[src/rtl/apb_regfile_completer.sv]
// apb_regfile_completer
//   APB completer exposing NUM_REGS scratch registers with byte-strobe
//   writes, a programmable number of wait states and error responses for
//   misaligned / out-of-range accesses. pready, prdata and pslverr are all
//   registered outputs.
//
//   Optional build macro: APB_REGFILE_WAIT_JITTER_EN
//     When defined, a 16-bit LFSR adds 0..3 extra wait states per transfer.
//
// Ports
//   pclk, preset_n   clock, asynchronous active-low reset
//   psel, penable    APB select / enable
//   pwrite           1 = write, 0 = read
//   paddr            byte address
//   pwdata, pstrb    write data and byte write strobes
//   pready           transfer complete (one cycle)
//   prdata           read data (zero for writes and errors)
//   pslverr          error response

// One storage word: each byte lane loads independently under its strobe.
module apb_regfile_word #(
    parameter int                    DATA_WIDTH  = 32,
    parameter logic [DATA_WIDTH-1:0] RESET_VALUE = '0
) (
    input  logic                    pclk,
    input  logic                    preset_n,
    input  logic                    wr_en,
    input  logic [DATA_WIDTH-1:0]   wdata,
    input  logic [DATA_WIDTH/8-1:0] wstrb,
    output logic [DATA_WIDTH-1:0]   q
);
    localparam int NUM_LANES = DATA_WIDTH / 8;

    for (genvar l = 0; l < NUM_LANES; l++) begin : g_lane
        always_ff @(posedge pclk or negedge preset_n) begin
            if (!preset_n)
                q[8*l +: 8] <= RESET_VALUE[8*l +: 8];
            else if (wr_en && wstrb[l])
                q[8*l +: 8] <= wdata[8*l +: 8];
        end
    end
endmodule

module apb_regfile_completer #(
    parameter int                    DATA_WIDTH  = 32,
    parameter int                    ADDR_WIDTH  = 32,
    parameter int                    NUM_REGS    = 16,
    parameter logic [ADDR_WIDTH-1:0] BASE_ADDR   = '0,
    parameter int                    WAIT_STATES = 0,
    parameter logic [DATA_WIDTH-1:0] RESET_VALUE = '0
) (
    input  logic                    pclk,
    input  logic                    preset_n,
    input  logic                    psel,
    input  logic                    penable,
    input  logic                    pwrite,
    input  logic [ADDR_WIDTH-1:0]   paddr,
    input  logic [DATA_WIDTH-1:0]   pwdata,
    input  logic [DATA_WIDTH/8-1:0] pstrb,
    output logic                    pready,
    output logic [DATA_WIDTH-1:0]   prdata,
    output logic                    pslverr
);
    localparam int                  NUM_LANES = DATA_WIDTH / 8;
    localparam logic [ADDR_WIDTH-1:0] BYTES   = ADDR_WIDTH'(NUM_LANES);
    localparam int                  IDX_W     = (NUM_REGS > 1) ? $clog2(NUM_REGS) : 1;
    // Wide enough for the largest effective wait (WAIT_STATES + 3 jitter).
    localparam int                  CNT_W     = $clog2(WAIT_STATES + 4);

    typedef enum logic [1:0] {S_IDLE, S_WAIT, S_DONE} state_t;

    state_t                              state, state_nxt;
    logic   [CNT_W-1:0]                  cnt, cnt_nxt, eff_wait;
    logic   [NUM_REGS-1:0][DATA_WIDTH-1:0] regs;

    // Latched request attributes from the setup phase.
    logic                                lat_write, lat_err;
    logic   [IDX_W-1:0]                  lat_idx;

    // Attributes of the transfer currently being completed.
    logic                                cur_write, cur_err;
    logic   [IDX_W-1:0]                  cur_idx;
    logic                                latch_en, done_enter;

    // ---------------------------------------------------------------
    // Address decode. The extra MSB of the subtraction is the borrow,
    // i.e. paddr below BASE_ADDR.
    // ---------------------------------------------------------------
    logic                  dec_under, dec_err;
    logic [ADDR_WIDTH-1:0] dec_off, dec_quot;
    logic [IDX_W-1:0]      dec_idx;

    always_comb begin
        {dec_under, dec_off} = {1'b0, paddr} - {1'b0, BASE_ADDR};
        dec_quot = dec_off / BYTES;
        dec_idx  = IDX_W'(dec_quot);
        dec_err  = dec_under || ((dec_off % BYTES) != '0) ||
                   (dec_quot >= ADDR_WIDTH'(NUM_REGS));
    end

    // ---------------------------------------------------------------
    // Effective wait count for the transfer being accepted.
    // ---------------------------------------------------------------
`ifdef APB_REGFILE_WAIT_JITTER_EN
    logic [15:0] lfsr;

    // Fibonacci LFSR, taps 16,14,13,11; free-running every cycle.
    always_ff @(posedge pclk or negedge preset_n) begin
        if (!preset_n) lfsr <= 16'hACE1;
        else           lfsr <= {lfsr[14:0], lfsr[15] ^ lfsr[13] ^ lfsr[12] ^ lfsr[10]};
    end

    assign eff_wait = CNT_W'(WAIT_STATES) + CNT_W'(lfsr[1:0]);
`else
    assign eff_wait = CNT_W'(WAIT_STATES);
`endif

    // ---------------------------------------------------------------
    // FSM
    // ---------------------------------------------------------------
    always_ff @(posedge pclk or negedge preset_n) begin
        if (!preset_n) begin
            state <= S_IDLE;
            cnt   <= '0;
        end else begin
            state <= state_nxt;
            cnt   <= cnt_nxt;
        end
    end

    always_comb begin
        state_nxt  = state;
        cnt_nxt    = cnt;
        latch_en   = 1'b0;
        done_enter = 1'b0;
        cur_write  = lat_write;
        cur_err    = lat_err;
        cur_idx    = lat_idx;
        case (state)
            S_IDLE: begin
                // A lone penable without a setup phase is ignored.
                if (psel && !penable) begin
                    latch_en  = 1'b1;
                    // Zero-wait transfers complete on the setup edge itself,
                    // so the live decode feeds the completion path.
                    cur_write = pwrite;
                    cur_err   = dec_err;
                    cur_idx   = dec_idx;
                    if (eff_wait == '0) begin
                        state_nxt  = S_DONE;
                        done_enter = 1'b1;
                    end else begin
                        state_nxt = S_WAIT;
                        cnt_nxt   = eff_wait - CNT_W'(1);
                    end
                end
            end
            S_WAIT: begin
                if (!psel) begin
                    // Requester abandoned the transfer: no write, no response.
                    state_nxt = S_IDLE;
                    cnt_nxt   = '0;
                end else if (cnt == '0) begin
                    state_nxt  = S_DONE;
                    done_enter = 1'b1;
                end else begin
                    cnt_nxt = cnt - CNT_W'(1);
                end
            end
            S_DONE:  state_nxt = S_IDLE;
            default: state_nxt = S_IDLE;
        endcase
    end

    always_ff @(posedge pclk or negedge preset_n) begin
        if (!preset_n) begin
            lat_write <= 1'b0;
            lat_err   <= 1'b0;
            lat_idx   <= '0;
        end else if (latch_en) begin
            lat_write <= pwrite;
            lat_err   <= dec_err;
            lat_idx   <= dec_idx;
        end
    end

    // ---------------------------------------------------------------
    // Register bank
    // ---------------------------------------------------------------
    logic commit_wr;
    assign commit_wr = done_enter && cur_write && !cur_err;

    for (genvar r = 0; r < NUM_REGS; r++) begin : g_reg
        apb_regfile_word #(
            .DATA_WIDTH  (DATA_WIDTH),
            .RESET_VALUE (RESET_VALUE)
        ) u_word (
            .pclk     (pclk),
            .preset_n (preset_n),
            .wr_en    (commit_wr && (cur_idx == IDX_W'(r))),
            .wdata    (pwdata),
            .wstrb    (pstrb),
            .q        (regs[r])
        );
    end

    // ---------------------------------------------------------------
    // Registered response: set on the DONE entry edge, cleared on exit.
    // ---------------------------------------------------------------
    always_ff @(posedge pclk or negedge preset_n) begin
        if (!preset_n) begin
            pready  <= 1'b0;
            pslverr <= 1'b0;
            prdata  <= '0;
        end else if (done_enter) begin
            pready  <= 1'b1;
            pslverr <= cur_err;
            prdata  <= (!cur_write && !cur_err) ? regs[cur_idx] : '0;
        end else if (state == S_DONE) begin
            pready  <= 1'b0;
            pslverr <= 1'b0;
            prdata  <= '0;
        end
    end
endmodule
[config.mk]
export PLATFORM = sky130hd
export DESIGN_NAME = apb_regfile_completer
export DESIGN_NICKNAME = d
export VERILOG_FILES = /design/src/rtl/apb_regfile_completer.sv
export SDC_FILE = /design/constraint.sdc
export NUM_CORES = 1
export LEC_CHECK = 0
export CORE_MARGIN = 3
export CORE_UTILIZATION = 50
export CTS_CLUSTER_DIAMETER = 80
export DETAILED_ROUTE_END_ITERATION = 10
export GPL_TIMING_DRIVEN = 0
export PLACE_DENSITY = 0.68
export SYNTH_ARGS = -nofsm -noshare
export SYNTH_HDL_FRONTEND = slang
export SYNTH_HIERARCHICAL = 1
export SYNTH_SLANG_ARGS = --single-unit
[constraint.sdc]
create_clock -name pclk -period 8.5 [get_ports pclk]
set_clock_uncertainty 0.15 [all_clocks]
set_input_delay 1.275 -clock pclk [delete_from_list [all_inputs] [get_ports pclk]]
set_output_delay 1.275 -clock pclk [all_outputs]
set_load 0.1 [all_outputs]
==> results.sh, run 1 <==
export IMPL_ff_latch_area_um2=13800
export IMPL_cpMostUsedCell="buf_2"
export IMPL_syn_nets=2416
export IMPL_yosys_register_bits=551
export IMPL_rrSetupSlack_ns=3.41
export IMPL_setup_tns_final_ns=0
export IMPL_slew_headroom_pct=6.29
export IMPL_grtUsageTotal_pct=28.6
export IMPL_worst_ir_drop_vdd_v=0.000163
export IMPL_end_kind="flip-flop"
export IMPL_critical_path_class="input port to flip-flop"
export IMPL_p_per_area_nw_per_um2=195
export IMPL_multi_input_area_um2=12100
export IMPL_worst_path_buf_inv=4
export IMPL_dieArea_um2=55500
export IMPL_synthCells=2343
export IMPL_rr_startpoint="state[1]"
export IMPL_setup_worst_path_start_class="input port"
export IMPL_io_buffer_count=105
export IMPL_min_path_cells=2
export IMPL_clock_path_buffers=3
export IMPL_drt_initial_drc_count=1735
export IMPL_clk_latency_ns=0.62
export IMPL_cts_clk_slew_worst_paths_ns=0.06
export IMPL_globalplace_congestion=0.889
export IMPL_worst_pin_slew_ns=1.39
export IMPL_hpwl_mm=54.3
export IMPL_crit_start="psel"
export IMPL_core_area_um2=51700
export IMPL_hold_violations=0
export IMPL_max_freq_mhz=173
export IMPL_dr_total_vias=20009
export IMPL_initial_core_util_pct=51.0
export IMPL_wl_per_cell_um=24.9
export IMPL_dieHeight_um=236
export IMPL_cap_violations=0
export IMPL_drc=0
export IMPL_cts_root_buf="clkbuf_16"
export IMPL_ant_nets=0
export IMPL_ys_warn_count=6
export IMPL_setup_violations=0
export IMPL_period_share_pct=67.9
export IMPL_hold_class="flip-flop to flip-flop"
export IMPL_grt_pass1_wl_mm=122
export IMPL_critical_path_top_delay_family="simple AND/OR/NAND/NOR gates"
export IMPL_max_stage_delay_ns=1.22
export IMPL_critPathArrivalTime_ns=6.12
export IMPL_grt_overflow_total=0
export IMPL_via_per_inst=6.18
export IMPL_syn_avg_cell_area_um2=11.3
export IMPL_antenna_cells=0
export IMPL_row_count=83
export IMPL_worstReg2RegEnd="g_reg[0].u_word/q[0]"
export IMPL_grt_max_degree=118
export IMPL_cts_tree="built"
export IMPL_cts_htree_levels=2
export IMPL_worstHoldStart="prdata[22]"
export IMPL_antenna_found_initial=1
export IMPL_hold_path_end="prdata[22]"
export IMPL_final_nets=2593
export IMPL_rsz0062_at_grt="no"
export IMPL_outcome="completed"
export IMPL_p_leak_nw=14.3
export IMPL_seq_area_frac_synth_pct=52.3
export IMPL_slew_viol_final=0
export IMPL_crit_chain="clkdlybuf4s50_1 -> or3b_1 -> buf_2 -> mux2i_4 -> clkbuf_1 -> buf_2 -> nand3_1 -> nor4_1 -> nand2_2 -> mux2_2"
export IMPL_hold_buffers=0
export IMPL_synth_area_um2=26400
export IMPL_cts_setup_buffers=0
export IMPL_cts_repair_resized=0
export IMPL_ff2ff_path_depth=9
export IMPL_required_ns=8.85
export IMPL_io_pins=107
export IMPL_syn2layout_area_growth_pct=15.3
export IMPL_first_pass_iters=5
export IMPL_layout_drive_gt1_share_pct=27.7
export IMPL_totalWireLength_mm=80.7
export IMPL_grt_pass1_vias=20274
export IMPL_cts_made_buffers=58
export IMPL_slowest_stage="nor4_1"
export IMPL_fill_cells=4314
export IMPL_final_util_pct=58.8
export IMPL_synth_distinct_cells=40
export IMPL_path_max_fanout=10
export IMPL_min_period_ns=5.77
export IMPL_die_x_um=236
export IMPL_cts_sinks=551
[state kept, by name, summed over array words and instances, names as in the netlist]
register / count
pready: 1
lat_idx: 4
g.u_word/q: 512
state: 1
prdata: 32
pslverr: 1
[cell type report]
type	count	share of cell area [%]
Clock buffer	93	5.91
Multi-Input combinational cell	1664	39.9
Buffer	123	1.57
Clock inverter	7	0.288
Tap cell	680	2.80
Inverter	5	0.0617
Sequential cell	551	45.3
Timing Repair Buffer	117	4.10
[power by group]
group | internal [mW] | total [mW] | leakage [nW] | switching [mW]
Combinational | 0.165 | 0.777 | 5.70 | 0.612
Clock | 1.49 | 2.52 | 0.924 | 1.03
Sequential | 2.63 | 2.64 | 7.69 | 0.00799
Total | 4.28 | 5.94 | 14.3 | 1.65
[worst register-to-register path, delay by kind of cell (launching register included)]
family	cells	cell delay, ns
DFF	1	0.42
and+or+nand+nor	4	2.46
muxes	2	0.84
buffers and inverters	3	1.10
[cells in the mapped netlist]
| cell type | number | area share (%) |
|---|---|---|
| mux2i_4 | 1 | 0.085 |
| nand3b_1 | 1 | 0.028 |
| o31a_1 | 1 | 0.033 |
| a211oi_1 | 59 | 1.7 |
| mux4_2 | 10 | 0.85 |
| or3b_1 | 1 | 0.033 |
| nand3_1 | 217 | 4.1 |
| a21oi_1 | 62 | 1.2 |
| nor4b_1 | 3 | 0.10 |
| a31oi_1 | 2 | 0.047 |
| and2_1 | 1 | 0.024 |
| inv_2 | 1 | 0.014 |
| o31ai_1 | 31 | 0.88 |
| a22oi_1 | 1 | 0.028 |
| o2bb2ai_1 | 1 | 0.033 |
| nor3b_1 | 2 | 0.057 |
| o41ai_1 | 1 | 0.033 |
| and3_1 | 1 | 0.024 |
| clkbuf_1 | 90 | 1.3 |
| mux2i_1 | 66 | 2.5 |
| or2_2 | 1 | 0.024 |
| o21ai_0 | 2 | 0.038 |
| nand2_2 | 64 | 1.5 |
| or3_1 | 1 | 0.024 |
| a32oi_1 | 2 | 0.066 |
| nand4_1 | 31 | 0.74 |
| buf_2 | 12 | 0.23 |
| nor4_1 | 17 | 0.40 |
| nand2_1 | 466 | 6.6 |
| nor2_1 | 12 | 0.17 |
| o21ai_1 | 1 | 0.019 |
| buf_1 | 21 | 0.30 |
| mux2_2 | 514 | 22 |
| o211ai_1 | 1 | 0.028 |
| o2111ai_1 | 1 | 0.033 |
| nor3_1 | 1 | 0.019 |
| dfrtp_1 | 551 | 52 |
| nor2b_1 | 60 | 1.4 |
| o311ai_0 | 29 | 0.96 |
| inv_1 | 4 | 0.057 |
[how the worst max path moves through the flow]
stage                     cells after the start               endpoint
after global routing                         10  g_reg[12].u_word/q[7]
after floorplan                              10  g_reg[12].u_word/q[0]
final                                        10   g_reg[0].u_word/q[0]
after detailed placement                     10  g_reg[0].u_word/q[12]
after CTS                                    10   g_reg[0].u_word/q[9]
after global placement                        1             prdata[27]
[routing by layer]
metal | GRT usage [%] | up-vias | wire length [um]
met5 | 0 | - | 13
met4 | 12.6 | 2 | 3630
met2 | 45.3 | 789 | 37500
met3 | 5.11 | 227 | 5530
met1 | 38.6 | 10259 | 34000
li1 | - | 8732 | -
[through the flow]
stage / hold slack [ns] / total power, mW / std cells / setup WS, ns / instance area [um2]
final: 0.334 / 5.94 / 3240 / 2.73 / 30400
after floorplan: 0.310 / 3.03 / 2343 / 4.21 / 26400
after detailed placement: 0.326 / 3.45 / 3140 / 2.21 / 28500
after global placement: 0.321 / 3.44 / 3128 / -17.79 / 28300
after CTS: 0.338 / 5.96 / 3240 / 2.85 / 30400
after global routing: 0.360 / 6.12 / 3240 / 2.59 / 30400
[cell families after synthesis]
logic type,after synthesis,synth area share (%)
buf+inv,128,1.88
simple gates,879,15.3
mux,591,25.4
flops,551,52.3
compound gates,194,5.06
[placed cells by master, fill, tap and decap left out, types with 59 or more instances in the layout]
master,count
clkdlybuf4s50_1,104
mux2_2,514
mux2i_1,66
a211oi_1,59
nand2_2,64
a21oi_1,62
clkbuf_16,61
dfrtp_1,551
clkbuf_1,107
nand3_1,217
nand2_1,466
nor2b_1,60
(Power assumes the default switching activity.)
==> run 2: changes to the inputs <==
- PLACE_DENSITY: 0.68 -> 0.7
- clock period: 8.5 -> 5 ns (I/O delays scaled with it)
==> run 2 against run 1 <==
The flow now finishes with violations (setup timing); clock power increased by 65%; power increased by 68%; sequential power increased by 70%; largest cell class unchanged.
==> results.sh, run 2 (synthesis results as in run 1) <==
export IMPL_p_per_area_nw_per_um2=329
export IMPL_io_buffer_count=105
export IMPL_cts_tree="built"
export IMPL_hold_violations=0
export IMPL_critical_path_class="input port to flip-flop"
export IMPL_min_period_ns=5.19
export IMPL_grt_pass1_wl_mm=123
export IMPL_max_stage_delay_ns=1.20
export IMPL_end_kind="flip-flop"
export IMPL_final_common_cell="dfrtp_1"
export IMPL_dr_total_vias=20035
export IMPL_critPathArrivalTime_ns=5.52
export IMPL_holdWs_ns=0.0780
export IMPL_hold_class="input port to asynchronous set/reset pin"
export IMPL_wl_per_cell_um=25.0
export IMPL_antenna_cells=0
export IMPL_cts_sinks=551
export IMPL_fin_ws_ns=-0.186
export IMPL_cts_setup_buffers=0
export IMPL_grt_max_degree=124
export IMPL_switchingPower_mw=2.79
export IMPL_cts_root_buf="clkbuf_16"
export IMPL_io_pins=107
export IMPL_hold_buffers=0
export IMPL_crit_chain="clkdlybuf4s50_1 -> or3b_1 -> buf_2 -> inv_1 -> mux2i_1 -> inv_1 -> buf_2 -> buf_1 -> nor4_1 -> nand2_2 -> mux2_2"
export IMPL_final_nets=2590
export IMPL_top_register="g.u_word/q"
export IMPL_core_area_um2=51700
export IMPL_preCtsSetupSlack_ns=-0.610
export IMPL_largest_reg_flops=512
export IMPL_rrSetupSlack_ns=-0.03
export IMPL_cts_htree_levels=2
export IMPL_initial_core_util_pct=51.0
export IMPL_worst_ir_drop_vdd_v=0.000260
export IMPL_final_cell_mix="dfrtp_1 (551), mux2_2 (514), nand2_1 (466), nand3_1 (217), clkbuf_1 (105)"
export IMPL_pwr_share_comb_pct=13.2
export IMPL_path_max_fanout=10
export IMPL_p_leak_nw=14.3
export IMPL_swShare_pct=28.1
export IMPL_period_share_pct=104
export IMPL_ant_nets=0
export IMPL_hpwl_mm=54.0
export IMPL_setup_violations=104
export IMPL_grt_pass1_vias=20180
export IMPL_worst_path_buf_inv=6
export IMPL_setup_worst_path_start_class="input port"
export IMPL_cap_violations=0
export IMPL_worst_pin_slew_ns=1.40
export IMPL_top_regs="g.u_word/q: 512 flops, prdata: 32 flops, lat_idx: 4 flops"
export IMPL_totalWireLength_mm=80.7
export IMPL_drt_initial_drc_count=1810
export IMPL_seqPwrFrac_pct=45.0
export IMPL_slew_headroom_pct=6.16
export IMPL_dieArea_um2=55500
export IMPL_slowest_stage="nor4_1"
export IMPL_rsz0062_at_grt="yes"
export IMPL_globalplace_congestion=0.885
export IMPL_first_pass_iters=6
export IMPL_cts_made_buffers=57
export IMPL_drc=0
export IMPL_die_x_um=236
export IMPL_clock_path_buffers=3
export IMPL_grtUsageTotal_pct=28.7
export IMPL_p_int_mw=7.16
export IMPL_dieHeight_um=236
export IMPL_syn2layout_area_growth_pct=14.8
export IMPL_critical_path_top_delay_family="simple AND/OR/NAND/NOR gates"
export IMPL_power_mw=9.95
export IMPL_antenna_found_initial=1
export IMPL_violations="setup timing"
export IMPL_grt_overflow_total=0
export IMPL_via_per_inst=6.20
export IMPL_max_freq_mhz=193
export IMPL_cts_repair_resized=0
export IMPL_row_count=83
export IMPL_cts_clk_slew_worst_paths_ns=0.06
export IMPL_outcome="finished with violations"
export IMPL_slew_viol_final=0
export IMPL_layout_drive_gt1_share_pct=27.5
export IMPL_required_ns=5.34
export IMPL_clkPwrFrac_pct=41.8
export IMPL_clk_latency_ns=0.61
-- run 2: final timing paths --
kind,endpoint,from,cells past startpoint
setup / recovery,g_reg[1].u_word/q[15],psel,11
hold / removal,g_reg[5].u_word/q[12],preset_n,1
setup reg to reg,g_reg[1].u_word/q[15],state[1],10
hold reg to reg,prdata[0],prdata[0],2
max in group asynchronous,g_reg[5].u_word/q[29],preset_n,3
min in group pclk,prdata[0],prdata[0],2
-- run 2: final cells by class --
cell class	instances	area, um2
fillers	4304	21500
flip-flops and latches	551	13800
multi-input cells	1664	12100
clock buffers	88	1700
repair buffers	115	1210
well taps	680	851
plain buffers	123	477
clock inverters	8	90.1
inverters	5	18.8
-- run 2: metrics by stage --
stage,std cells,TNS [ns],cell area (um2),util [%]
finish,3234,-9.19,30300,58.5
global route,3234,-19.29,30300,58.5
CTS,3234,0,30200,58.5
detailed placement,3138,-129.83,28500,55.0
global placement,3128,-,28300,54.6
floorplan,2343,0,26400,-
-- run 2: power by group through the flow --
stage	logic, mW	registers (mW)	clock network, mW
after floorplan	0.570	4.57	0
after global placement	1.26	4.57	0
after detailed placement	1.29	4.56	0
after CTS	1.30	4.48	4.20
after global routing	1.39	4.48	4.39
final	1.32	4.48	4.16
-- run 2: per-layer routing --
metal | track usage, % | share of wire (%) | vias to the layer above
met5 | 0 | 0.025 | -
met2 | 45.9 | 46 | 773
li1 | - | - | 8725
met4 | 11.6 | 4.3 | 2
met1 | 38.1 | 42 | 10318
met3 | 6.47 | 7.3 | 217
